[config.mk]
export PLATFORM = sky130hd
export DESIGN_NAME = capture_buffer_ctrl
export DESIGN_NICKNAME = d
export VERILOG_FILES = /design/src/rtl/capture_buffer_ctrl.sv
export SDC_FILE = /design/constraint.sdc
export NUM_CORES = 1
export LEC_CHECK = 0
export CAP_MARGIN = 10
export CORE_ASPECT_RATIO = 1.5
export CORE_UTILIZATION = 35
export CTS_BUF_LIST = sky130_fd_sc_hd__clkbuf_8
export DETAILED_ROUTE_END_ITERATION = 6
export PLACE_DENSITY_LB_ADDON = 0.1
export SYNTH_ARGS = -nofsm -noshare
export SYNTH_HDL_FRONTEND = slang
export SYNTH_SLANG_ARGS = --single-unit
export TNS_END_PERCENT = 20
[constraint.sdc]
create_clock -name clock -period 2.1 [get_ports clock]
set_input_delay 0.315 -clock clock [delete_from_list [all_inputs] [get_ports clock]]
set_output_delay 0.315 -clock clock [all_outputs]
set_load 0.01 [all_outputs]
[src/rtl/capture_buffer_ctrl.sv]
// Capture write controller: streams probe samples into a ring buffer before and after a trigger.
// Define CAPTURE_DIVIDER_EN to add the divisor port and the sample-rate divider.
module capture_buffer_ctrl #(
    parameter int DATA_W = 16,
    parameter int ADDR_W = 10
) (
    input  logic              clock,
    input  logic              reset,
    input  logic              idle,
    input  logic              running,
    input  logic              triggered,
    input  logic [DATA_W-1:0] sampleIn,
    input  logic [ADDR_W-1:0] postCount,
`ifdef CAPTURE_DIVIDER_EN
    input  logic [15:0]       divisor,
`endif
    output logic              memWe,
    output logic [ADDR_W-1:0] memAddr,
    output logic [DATA_W-1:0] memData,
    output logic              complete,
    output logic [ADDR_W-1:0] trigAddr,
    output logic              wrapped,
    output logic [1:0]        dbgState
);

    typedef enum logic [1:0] {
        ST_WAIT = 2'd0,
        ST_PRE  = 2'd1,
        ST_POST = 2'd2,
        ST_DONE = 2'd3
    } state_t;

    state_t            state_q, state_d;
    logic [ADDR_W-1:0] wr_ptr_q, wr_ptr_d;
    logic [ADDR_W-1:0] post_cnt_q, post_cnt_d;
    logic [ADDR_W-1:0] post_target_q, post_target_d;
    logic [ADDR_W-1:0] trig_addr_q, trig_addr_d;
    logic [ADDR_W-1:0] mem_addr_q, mem_addr_d;
    logic [DATA_W-1:0] mem_data_q, mem_data_d;
    logic              mem_we_q, mem_we_d;
    logic              complete_q, complete_d;
    logic              wrapped_q, wrapped_d;
    logic              sampling;
    logic              div_tick;
    logic              strobe;

`ifdef CAPTURE_DIVIDER_EN
    logic [15:0] div_cnt_q, div_cnt_d;
    logic [15:0] divisor_q, divisor_d;

    assign div_tick = (div_cnt_q == 16'd0);
`else
    assign div_tick = 1'b1;
`endif

    assign sampling = (state_q == ST_PRE || state_q == ST_POST) && !idle;
    // A zero-length post window completes straight away and must not store a sample.
    assign strobe   = sampling && div_tick && !(state_q == ST_POST && post_target_q == '0);

    always_comb begin
        state_d       = state_q;
        wr_ptr_d      = wr_ptr_q;
        post_cnt_d    = post_cnt_q;
        post_target_d = post_target_q;
        trig_addr_d   = trig_addr_q;
        mem_addr_d    = mem_addr_q;
        mem_data_d    = mem_data_q;
        wrapped_d     = wrapped_q;
        mem_we_d      = 1'b0;
        complete_d    = 1'b0;

        if (strobe) begin
            mem_we_d   = 1'b1;
            mem_addr_d = wr_ptr_q;
            mem_data_d = sampleIn;
            wr_ptr_d   = wr_ptr_q + 1'b1;
            if (wr_ptr_q == '1) begin
                wrapped_d = 1'b1;
            end
        end

        case (state_q)
            ST_WAIT: begin
                if (triggered) begin
                    state_d       = ST_POST;
                    post_target_d = postCount;
                end else if (running) begin
                    state_d = ST_PRE;
                end
            end
            ST_PRE: begin
                if (idle) begin
                    state_d = ST_WAIT;
                end else if (triggered) begin
                    state_d       = ST_POST;
                    post_target_d = postCount;
                end
            end
            ST_POST: begin
                if (idle) begin
                    state_d = ST_WAIT;
                end else if (post_target_q == '0) begin
                    complete_d  = 1'b1;
                    trig_addr_d = wr_ptr_q;
                    state_d     = ST_DONE;
                end else if (strobe) begin
                    if (post_cnt_q == '0) begin
                        trig_addr_d = wr_ptr_q;
                    end
                    post_cnt_d = post_cnt_q + 1'b1;
                    if (post_cnt_d == post_target_q) begin
                        complete_d = 1'b1;
                        state_d    = ST_DONE;
                    end
                end
            end
            ST_DONE: begin
                if (idle) begin
                    state_d = ST_WAIT;
                end
            end
            default: state_d = ST_WAIT;
        endcase

        // Pointer, post count and wrap flag read as zero for the whole time spent waiting.
        if (state_d == ST_WAIT) begin
            wr_ptr_d   = '0;
            post_cnt_d = '0;
            wrapped_d  = 1'b0;
        end
    end

`ifdef CAPTURE_DIVIDER_EN
    always_comb begin
        divisor_d = divisor_q;
        div_cnt_d = 16'd0;
        if (state_q == ST_WAIT && state_d != ST_WAIT) begin
            divisor_d = divisor;
        end
        // The phase keeps running across the trigger so the sample spacing stays uniform.
        if ((state_q == ST_PRE || state_q == ST_POST) &&
            (state_d == ST_PRE || state_d == ST_POST)) begin
            div_cnt_d = (div_cnt_q >= divisor_q) ? 16'd0 : div_cnt_q + 16'd1;
        end
    end
`endif

    always_ff @(posedge clock) begin
        if (reset) begin
            state_q       <= ST_WAIT;
            wr_ptr_q      <= '0;
            post_cnt_q    <= '0;
            post_target_q <= '0;
            trig_addr_q   <= '0;
            mem_addr_q    <= '0;
            mem_data_q    <= '0;
            mem_we_q      <= 1'b0;
            complete_q    <= 1'b0;
            wrapped_q     <= 1'b0;
`ifdef CAPTURE_DIVIDER_EN
            div_cnt_q     <= 16'd0;
            divisor_q     <= 16'd0;
`endif
        end else begin
            state_q       <= state_d;
            wr_ptr_q      <= wr_ptr_d;
            post_cnt_q    <= post_cnt_d;
            post_target_q <= post_target_d;
            trig_addr_q   <= trig_addr_d;
            mem_addr_q    <= mem_addr_d;
            mem_data_q    <= mem_data_d;
            mem_we_q      <= mem_we_d;
            complete_q    <= complete_d;
            wrapped_q     <= wrapped_d;
`ifdef CAPTURE_DIVIDER_EN
            div_cnt_q     <= div_cnt_d;
            divisor_q     <= divisor_d;
`endif
        end
    end

    assign memWe    = mem_we_q;
    assign memAddr  = mem_addr_q;
    assign memData  = mem_data_q;
    assign complete = complete_q;
    assign trigAddr = trig_addr_q;
    assign wrapped  = wrapped_q;
    assign dbgState = state_q;

endmodule

==> results of run 1 <==
[per-layer routing]
layer	global-route usage, %	wire length (µm)
met1	20.0	3450
met2	32.2	4540
met3	3.85	284
met4	7.81	145
met5	0	0
[repair_timing]
action                     in CTS  in global routing
gates resized for setup        11                 38
buffers inserted                0                  3
setup endpoints to repair      24                 30
gates cloned                    0                  0
pin swaps                       2                  6
[worst max-delay path, stage by stage (launching register included)]
cell,delay (ns)
dfxtp_1,0.43
nand4_4,0.19
or3_1,0.40
a2bb2oi_1,0.15
a311oi_2,0.28
nand3b_1,0.18
a2111oi_4,0.38
[worst paths after layout]
path | from | to | depth (start not counted)
setup / recovery | post_cnt_q[6]$_SDFFE_PP0P_ | complete$_SDFF_PP0_ | 6
hold / removal | memData[14]$_SDFFE_PP0P_ | memData[14]$_SDFFE_PP0P_ | 2
setup reg to reg | post_cnt_q[6]$_SDFFE_PP0P_ | complete$_SDFF_PP0_ | 6
hold reg to reg | memData[14]$_SDFFE_PP0P_ | memData[14]$_SDFFE_PP0P_ | 2
[cell type report]
class	count	area share, %
multi-input cells	276	39.9
flip-flops and latches	71	29.9
repair buffers	110	22.1
clock buffers	10	2.87
well taps	110	2.87
clock inverters	6	1.77
inverters	7	0.547
[through the flow]
step                      power, mW  hold WS [ns]  TNS, ns  utilization [%]  instance area (µm²)
after detailed placement       3.41         0.448    -1.64             48.3                 4320
after CTS                      4.67         0.458        0             51.4                 4590
final                          4.80         0.454  -0.0232             53.7                 4800
after floorplan                2.65         0.395        0                -                 3280
after global routing           5.10         0.475    -1.92             53.7                 4800
after global placement         3.39         0.442  -0.0372             48.3                 4320
[state kept, by name, summed over array words and instances (netlist names)]
name,cells
trigAddr,10
wrapped,1
post_target_q,10
memData,16
post_cnt_q,10
dbgState,2
wr_ptr_q,10
complete,1
memAddr,10
memWe,1
[cell usage after synthesis, types with 6 or more instances]
master	number	share of area, %
nor3_1	26	4.0
nand2_1	62	7.1
inv_1	7	0.80
mux2i_1	22	6.7
clkbuf_1	8	0.92
a31oi_1	6	1.1
nand4_1	6	1.1
nand3_1	6	0.92
a21oi_1	32	4.9
and3_1	6	1.1
xor2_1	14	3.8
buf_2	8	1.2
ha_1	8	3.1
dfxtp_1	71	44
nor2_1	32	3.7
xnor2_1	15	4.0
[cells by family after synthesis]
logic type               Yosys count
AND/OR/NAND/NOR                  160
flip-flops                        71
AO/OA/AOI/OAI                     57
buffers and inverters             33
XOR/XNOR                          29
multiplexers                      22
adder cells (fa/ha/maj)            8
[power breakdown]
part | internal, mW | switching [mW]
registers | 1.50 | 0.136
logic | 0.880 | 1.05
clock network | 0.697 | 0.530
total | 3.08 | 1.72
==> impl_metrics.toml, run 1 <==
[status]
status = "complete, but fails checks"
violations = "setup timing"

[clocking]
tritoncts = "yes"
cts_made_buffers = 9
clock-root-buffer = "clkbuf_8"
holdBufCountCts = 0
worstSkewPairLatency_ns = 0.35
clock_sinks = 71
cts_max_path_buffers = 2
path_clk_slew_ns = 0.07
h-tree-depth = 3

[cells_and_area]
nFillCells = 845
area_delta_synth_final_pct = 47.0
final_common_cell = "clkdlybuf4s50_1"
final_nets = 514
drive_above_1_share_pct = 20.4
seqCellArea_um2 = 1440
layout_common_cells = "clkdlybuf4s50_1 (71), dfxtp_1 (67), nand2_1 (62), buf_4 (33), nor2_1 (32)"
stdcell_count = 590
diodes = 0
multi_input_area_um2 = 1920

[timing]
slew_viol_final = 0
fin_skew_ns = 0.0105
max_freq_ghz = 0.474
worst-slew-pin-transition_ns = 0.486
relSlewSlack_pct = 67.6
fin_ws_ns = -0.00911
rsz0062_at_grt = "yes"
finalSetupViolCount = 3
fin_crit_ns = 2.11
period_share_pct = 100
hold_viol = 0

[synthesis]
synth.distinct_cells = 44
synth_xor_area_share_pct = 7.78
synth_flop_cell = "dfxtp_1"
synthMuxAreaShare_pct = 6.74
synth_seq_cells = 71
synth-seq-area-share_pct = 43.5
yosys.area_share.simple_pct = 23.1
async_flop_share_pct = 0
yosysWarnings = 0
synth_area_um2 = 3270
synth_adder_area_share_pct = 3.07
synth_fp_nets = 419
avgSynthCellArea_um2 = 8.59
netlist_instances = 380
synth-edff-count = 0
synth_compound_area_share_pct = 10.8
synth_top_family_by_area = "simple AND/OR/NAND/NOR gates"

[placement]
post-place-ws_ns = -0.125
dp_hpwl_um = 5880
routabilityCongestion = 0.869
dp.cells = 571
port_buffers = 71

[floorplan]
num_rows = 42
io_pins = 72
die_area_um2 = 9730
die_w_um = 80.9
fp.dieH_um = 120
start_util_pct = 36.6
core_area_um2 = 8930

[worst_setup_path]
crit_path_start_kind = "flop"
path_class = "reg2reg"
arrival_ns = 2.36
cp_max_fo = 5
cp.required_ns = 2.35
ff2ff_setup_slack_ns = -0.009
end_kind = "flop"

[power]
ir_worst_vdd_mv = 0.625
p_leak_nw = 1.75
p_per_area_nw_per_um2 = 1000

[grt]
grt_pass1_vias = 2804
antenna_found_initial = 0
grt_pass1_wl_um = 13500
grt_usage_pct = 18.1
overflow = 0
grt_max_degree = 48

[drt]
wl_per_cell_um = 14.3
vias = 2961
viasPerCell = 5.02
drc = 0
first_iter_violations = 154
antenna_left = 0
dr.pass1.iters = 4
wirelength_um = 8420

[worst_hold_path]
hold_class = "reg2reg"

[flow_run]
maxCapViolations = 0
Note: power is estimated with default switching activity, not from simulation.
==> run 2, diff against run 1 <==
--- a/config.mk
+++ b/config.mk
@@ -11,6 +11,7 @@
 export CTS_BUF_LIST = sky130_fd_sc_hd__clkbuf_8
 export DETAILED_ROUTE_END_ITERATION = 6
 export PLACE_DENSITY_LB_ADDON = 0.1
+export SKIP_LAST_GASP = 1
 export SYNTH_ARGS = -nofsm -noshare
 export SYNTH_HDL_FRONTEND = slang
 export SYNTH_SLANG_ARGS = --single-unit
==> run 2 against run 1 <==
The run still ends with setup timing left. Sequential share of layout area is 0.44 points higher. Clock power is essentially flat. Flip-flop and latch count stayed put. Count of clock-buffer cells in the layout unchanged. Routed wire length is 1.1% lower. Final cell count is the same. Critical path type unchanged. Largest cell class unchanged. Highest routed layer unchanged.
==> impl_metrics.toml, run 2 (same netlist as run 1, synthesis figures left out) <==
[cells_and_area]
drive_above_1_share_pct = 17.5
final_nets = 514
diodes = 0
final_common_cell = "clkdlybuf4s50_1"
layout_common_cells = "clkdlybuf4s50_1 (71), dfxtp_1 (67), nand2_1 (62), buf_4 (34), nor2_1 (32)"
stdcell_count = 590
area_delta_synth_final_pct = 44.9
largest_register_ffs = 16
nFillCells = 841

[timing]
max_freq_ghz = 0.475
finalSetupTns_ns = -0.0127
slew_viol_final = 0
hold_viol = 0
worst-slew-pin-transition_ns = 0.546
period_share_pct = 100
fin_ws_ns = -0.00695
relSlewSlack_pct = 63.4
finalSetupViolCount = 4
fin_crit_ns = 2.11
fin_skew_ns = 0.0102
rsz0062_at_grt = "yes"

[worst_setup_path]
arrival_ns = 2.35
cp_slowest_cell = "dfxtp_4"
end_kind = "flop"
cp_max_fo = 5
cp_cell_sequence = "ha_4 > and3_4 > nor4b_4 > a2bb2oi_1 > a311oi_2 > nand3b_1 > a2111oi_4"
critPathBufInv = 0
crit_path_start_kind = "flop"
crit_family = "compound AO/OA/AOI/OAI gates"
cp.required_ns = 2.34
slowest_delay_ns = 0.38
path_class = "reg2reg"

[drt]
viasPerCell = 5.02
dr.pass1.iters = 6
wirelength_um = 8330
wl_per_cell_um = 14.1
drc = 0
vias = 2959
first_iter_violations = 119
antenna_left = 0

[clocking]
tritoncts = "yes"
path_clk_slew_ns = 0.08
holdBufCountCts = 0
h-tree-depth = 3
worstSkewPairLatency_ns = 0.35
cts_made_buffers = 9
clock-root-buffer = "clkbuf_8"
cts_max_path_buffers = 2
clock_sinks = 71

[power]
switching_power_mw = 1.66
clockPowerShare_pct = 25.9
p_sw_share_pct = 35.1
p_total_mw = 4.73
p_comb_share_pct = 39.4
p_leak_nw = 1.74
ir_worst_vdd_mv = 0.623
p_per_area_nw_per_um2 = 1000
p_seq_share_pct = 34.7
power.internal_mw = 3.07

[status]
status = "complete, but fails checks"
violations = "setup timing"

[grt]
grt_usage_pct = 18.1
antenna_found_initial = 0
grt_pass1_wl_um = 13500
grt_pass1_vias = 2804
overflow = 0
grt_max_degree = 48

[floorplan]
fp.dieH_um = 120
core_area_um2 = 8930
num_rows = 42
die_w_um = 80.9
die_area_um2 = 9730
start_util_pct = 36.6
io_pins = 72

[placement]
dp.cells = 571
routabilityCongestion = 0.869
dp_hpwl_um = 5880
port_buffers = 71

[flow_run]
maxCapViolations = 0

[worst_hold_path]
hold_class = "reg2reg"
run 2: cell types whose count changed in the layout (fill, tap and decap cells not counted), moves of 2 or more:
cell,delta
a21oi_1,+2
a21oi_2,-2
nor3_1,+10
nor3_2,-10
run 2: power groups by stage:
stage | Sequential (mW) | Combinational, mW | Clock (mW)
2_1_floorplan | 1.68 | 0.976 | 0
4_1_cts | 1.63 | 1.77 | 1.27
3_5_place_dp | 1.66 | 1.75 | 0
6_report | 1.64 | 1.87 | 1.22
3_3_place_gp | 1.65 | 1.74 | 0
5_1_grt | 1.67 | 2.03 | 1.33
run 2: worst paths after layout:
kind	start	endpoint	slack (ns)	cells past startpoint
max	post_cnt_q[0]$_SDFFE_PP0P_	complete$_SDFF_PP0_	-0.007	7
min	memData[14]$_SDFFE_PP0P_	memData[14]$_SDFFE_PP0P_	0.45	2
max reg2reg	post_cnt_q[0]$_SDFFE_PP0P_	complete$_SDFF_PP0_	-0.007	7
min reg2reg	memData[14]$_SDFFE_PP0P_	memData[14]$_SDFFE_PP0P_	0.45	2
run 2: metal layers:
layer | track usage (%) | vias to the layer above | wire, µm
li1 | - | 1502 | -
met1 | 20.0 | 1385 | 3440
met2 | 32.2 | 62 | 4500
met3 | 3.85 | 10 | 277
met4 | 7.81 | 0 | 112
met5 | 0 | - | 0
run 2: tightest hold or removal path, stage by stage (launching register included):
cell and delay (ns):
dfxtp_1 0.31, nand2_1 0.05, a21oi_1 0.05
run 2: cell type report:
cell class	instances	area, µm²	share of cell area [%]
timing repair buffer	110	1060	22.3
sequential	71	1440	30.4
clock buffer	10	138	2.91
clock inverter	6	85.1	1.80
multi-input combinational	276	1850	39.1
inverter	7	26.3	0.555
tap	110	138	2.91
run 2: through the flow:
stage	hold slack (ns)	utilization, %	cell area [µm²]	setup slack, ns
2_1_floorplan	0.395	-	3280	0.0245
3_3_place_gp	0.442	48.3	4320	-0.00484
3_5_place_dp	0.448	48.3	4320	-0.125
4_1_cts	0.458	51.4	4590	0.0180
5_1_grt	0.475	53.0	4730	-0.123
6_report	0.454	53.0	4730	-0.00695
run 2: what timing repair did:
item,CTS,global route
setup endpoints to repair,24,30
gates resized for setup,11,23
pin swaps,2,6
setup buffers,0,3
cloned,0,0
==> run 3, diff against run 2 <==
--- a/config.mk
+++ b/config.mk
@@ -10,6 +10,7 @@
 export CORE_UTILIZATION = 35
 export CTS_BUF_LIST = sky130_fd_sc_hd__clkbuf_8
 export DETAILED_ROUTE_END_ITERATION = 6
+export DONT_BUFFER_PORTS = 1
 export PLACE_DENSITY_LB_ADDON = 0.1
 export SKIP_LAST_GASP = 1
 export SYNTH_ARGS = -nofsm -noshare
==> run 3 against run 2 <==
The run now ends clean. Utilization decreased by 8.1 points. Worst hold slack lost 0.44 ns. Sequential power grew 2%. Flip-flop and latch count is the same. Sequential share of layout area increased by 5.3 points. Maximum frequency increased by 1.6%. Via count decreased by 9.6%. Critical endpoint is now post_cnt_q[2]$_SDFFE_PP0P_. Largest cell class unchanged.
==> impl_metrics.toml, run 3 (same netlist as run 1, synthesis figures left out) <==
[cells_and_area]
area_delta_synth_final_pct = 22.8
layout_common_cells = "dfxtp_1 (65), nand2_1 (62), buf_4 (35), nor2_1 (32), a21oi_1 (30)"
final_common_cell = "dfxtp_1"
final_nets = 445
finalInstanceArea_um2 = 4010
utilization_pct = 44.9
largest_register_ffs = 16
diodes = 0
drive_above_1_share_pct = 22.4
stdcell_count = 521

[worst_setup_path]
critPathBufInv = 2
cp_cell_sequence = "buf_4 > and4_2 > a21oi_1 > or3_1 > a31oi_2 > a32o_2 > buf_12 > nor3_1"
r2r-end = "post_cnt_q[2]$_SDFFE_PP0P_"
reg2reg_depth = 8
path_class = "reg2reg"
cp_max_fo = 21
end_kind = "flop"
arrival_ns = 2.32
crit_path_start_kind = "flop"
r2r-start = "post_cnt_q[1]$_SDFFE_PP0P_"
ff2ff_setup_slack_ns = 0.03
crit_family = "simple AND/OR/NAND/NOR gates"
cp.required_ns = 2.34
cp_slowest_cell = "or3_1"
slowest_delay_ns = 0.38

[floorplan]
die_area_um2 = 9730
core_area_um2 = 8930
die_w_um = 80.9
io_pins = 72
num_rows = 42
start_util_pct = 36.6
fp.dieH_um = 120

[timing]
fin_crit_ns = 2.07
slew_viol_final = 0
hold_viol = 0
period_share_pct = 98.8
rsz0062_at_grt = "yes"
worst-slew-pin-transition_ns = 0.494
relSlewSlack_pct = 66.7
finalSetupViolCount = 0
max_freq_ghz = 0.482
fin_skew_ns = 0.0147

[power]
p_comb_share_pct = 36.9
ir_worst_vdd_mv = 0.646
p_leak_nw = 1.48
p_sw_share_pct = 36.4
switching_power_mw = 1.63
p_seq_share_pct = 37.5
power.internal_mw = 2.84
clockPowerShare_pct = 25.6
p_per_area_nw_per_um2 = 1110
p_total_mw = 4.47

[placement]
port_buffers = 0
routabilityCongestion = 0.786
dp.cells = 498
placed_area_um2 = 3590
dp_hpwl_um = 5560

[grt]
grt_pass1_wl_um = 12600
grt_max_degree = 51
grt_usage_pct = 17.0
overflow = 0
antenna_found_initial = 0
grt_pass1_vias = 2632

[worst_hold_path]
hold_depth = 1
hold_class = "in2reg"
timing.hold.worst.start = "reset"
holdPathEnd = "post_target_q[7]$_SDFFE_PP0P_"

[clocking]
path_clk_slew_ns = 0.08
h-tree-depth = 3
worstSkewPairLatency_ns = 0.36
tritoncts = "yes"
clock_sinks = 71
cts_max_path_buffers = 2
clock-root-buffer = "clkbuf_8"
cts_made_buffers = 9

[drt]
drc = 0
vias = 2675
first_iter_violations = 89
wl_per_cell_um = 15.2
wirelength_um = 7940
viasPerCell = 5.13
antenna_left = 0
dr.pass1.iters = 4

[flow_run]
maxCapViolations = 0

[status]
status = "finished, final reports clean"
-- run 3: timing repair --
action,4_1_cts,5_1_grt
endpoints found under the setup margin,22,34
pin swaps,3,11
buffers inserted,3,2
resized for setup,4,29
hold buffers,0,1
cloned,0,1
hold endpoints to repair,0,1
-- run 3: metrics by stage --
stage | setup slack [ns] | hold WS, ns | setup TNS, ns
final | 0.0252 | 0.0164 | 0
after detailed placement | -0.0573 | 0.391 | -0.258
after global routing | -0.0511 | 0.000195 | -0.918
after global placement | -0.00789 | 0.389 | -0.00789
after CTS | 0.00899 | 0.0000122 | 0
after floorplan | 0.0245 | 0.395 | 0
-- run 3: metal layers --
layer	up-vias	track usage, %	routed length (µm)
li1	1354	-	-
met1	1246	17.4	3220
met2	61	30.7	4200
met3	14	4.00	343
met4	0	9.15	180
met5	-	0	0
-- run 3: cell type report --
class / count / area [µm²]
Fill cell: 925 / 4920
Multi-Input combinational cell: 276 / 1830
Sequential cell: 71 / 1430
Timing Repair Buffer: 41 / 378
Clock buffer: 11 / 151
Tap cell: 110 / 138
Clock inverter: 5 / 56.3
Inverter: 7 / 26.3
-- run 3: power by group through the flow --
stage / clock network (mW) / logic (mW) / registers [mW]
after CTS: 1.19 / 1.52 / 1.67
after detailed placement: 0 / 1.50 / 1.70
after global placement: 0 / 1.49 / 1.70
after floorplan: 0 / 0.976 / 1.68
after global routing: 1.24 / 1.80 / 1.70
final: 1.14 / 1.65 / 1.68
-- run 3: worst max-delay path by stage --
| stage | start | end | slack, ns | cells past startpoint |
|---|---|---|---|---|
| after floorplan | post_cnt_q[0]$_SDFFE_PP0P_ | complete$_SDFF_PP0_ | 0.02 | 8 |
| after global placement | dbgState[0]$_SDFF_PP0_ | complete$_SDFF_PP0_ | -0.008 | 8 |
| after detailed placement | post_cnt_q[1]$_SDFFE_PP0P_ | complete$_SDFF_PP0_ | -0.06 | 7 |
| after CTS | post_cnt_q[0]$_SDFFE_PP0P_ | complete$_SDFF_PP0_ | 0.009 | 7 |
| after global routing | dbgState[1]$_SDFF_PP0_ | post_cnt_q[3]$_SDFFE_PP0P_ | -0.05 | 9 |
| final | post_cnt_q[1]$_SDFFE_PP0P_ | post_cnt_q[2]$_SDFFE_PP0P_ | 0.03 | 8 |
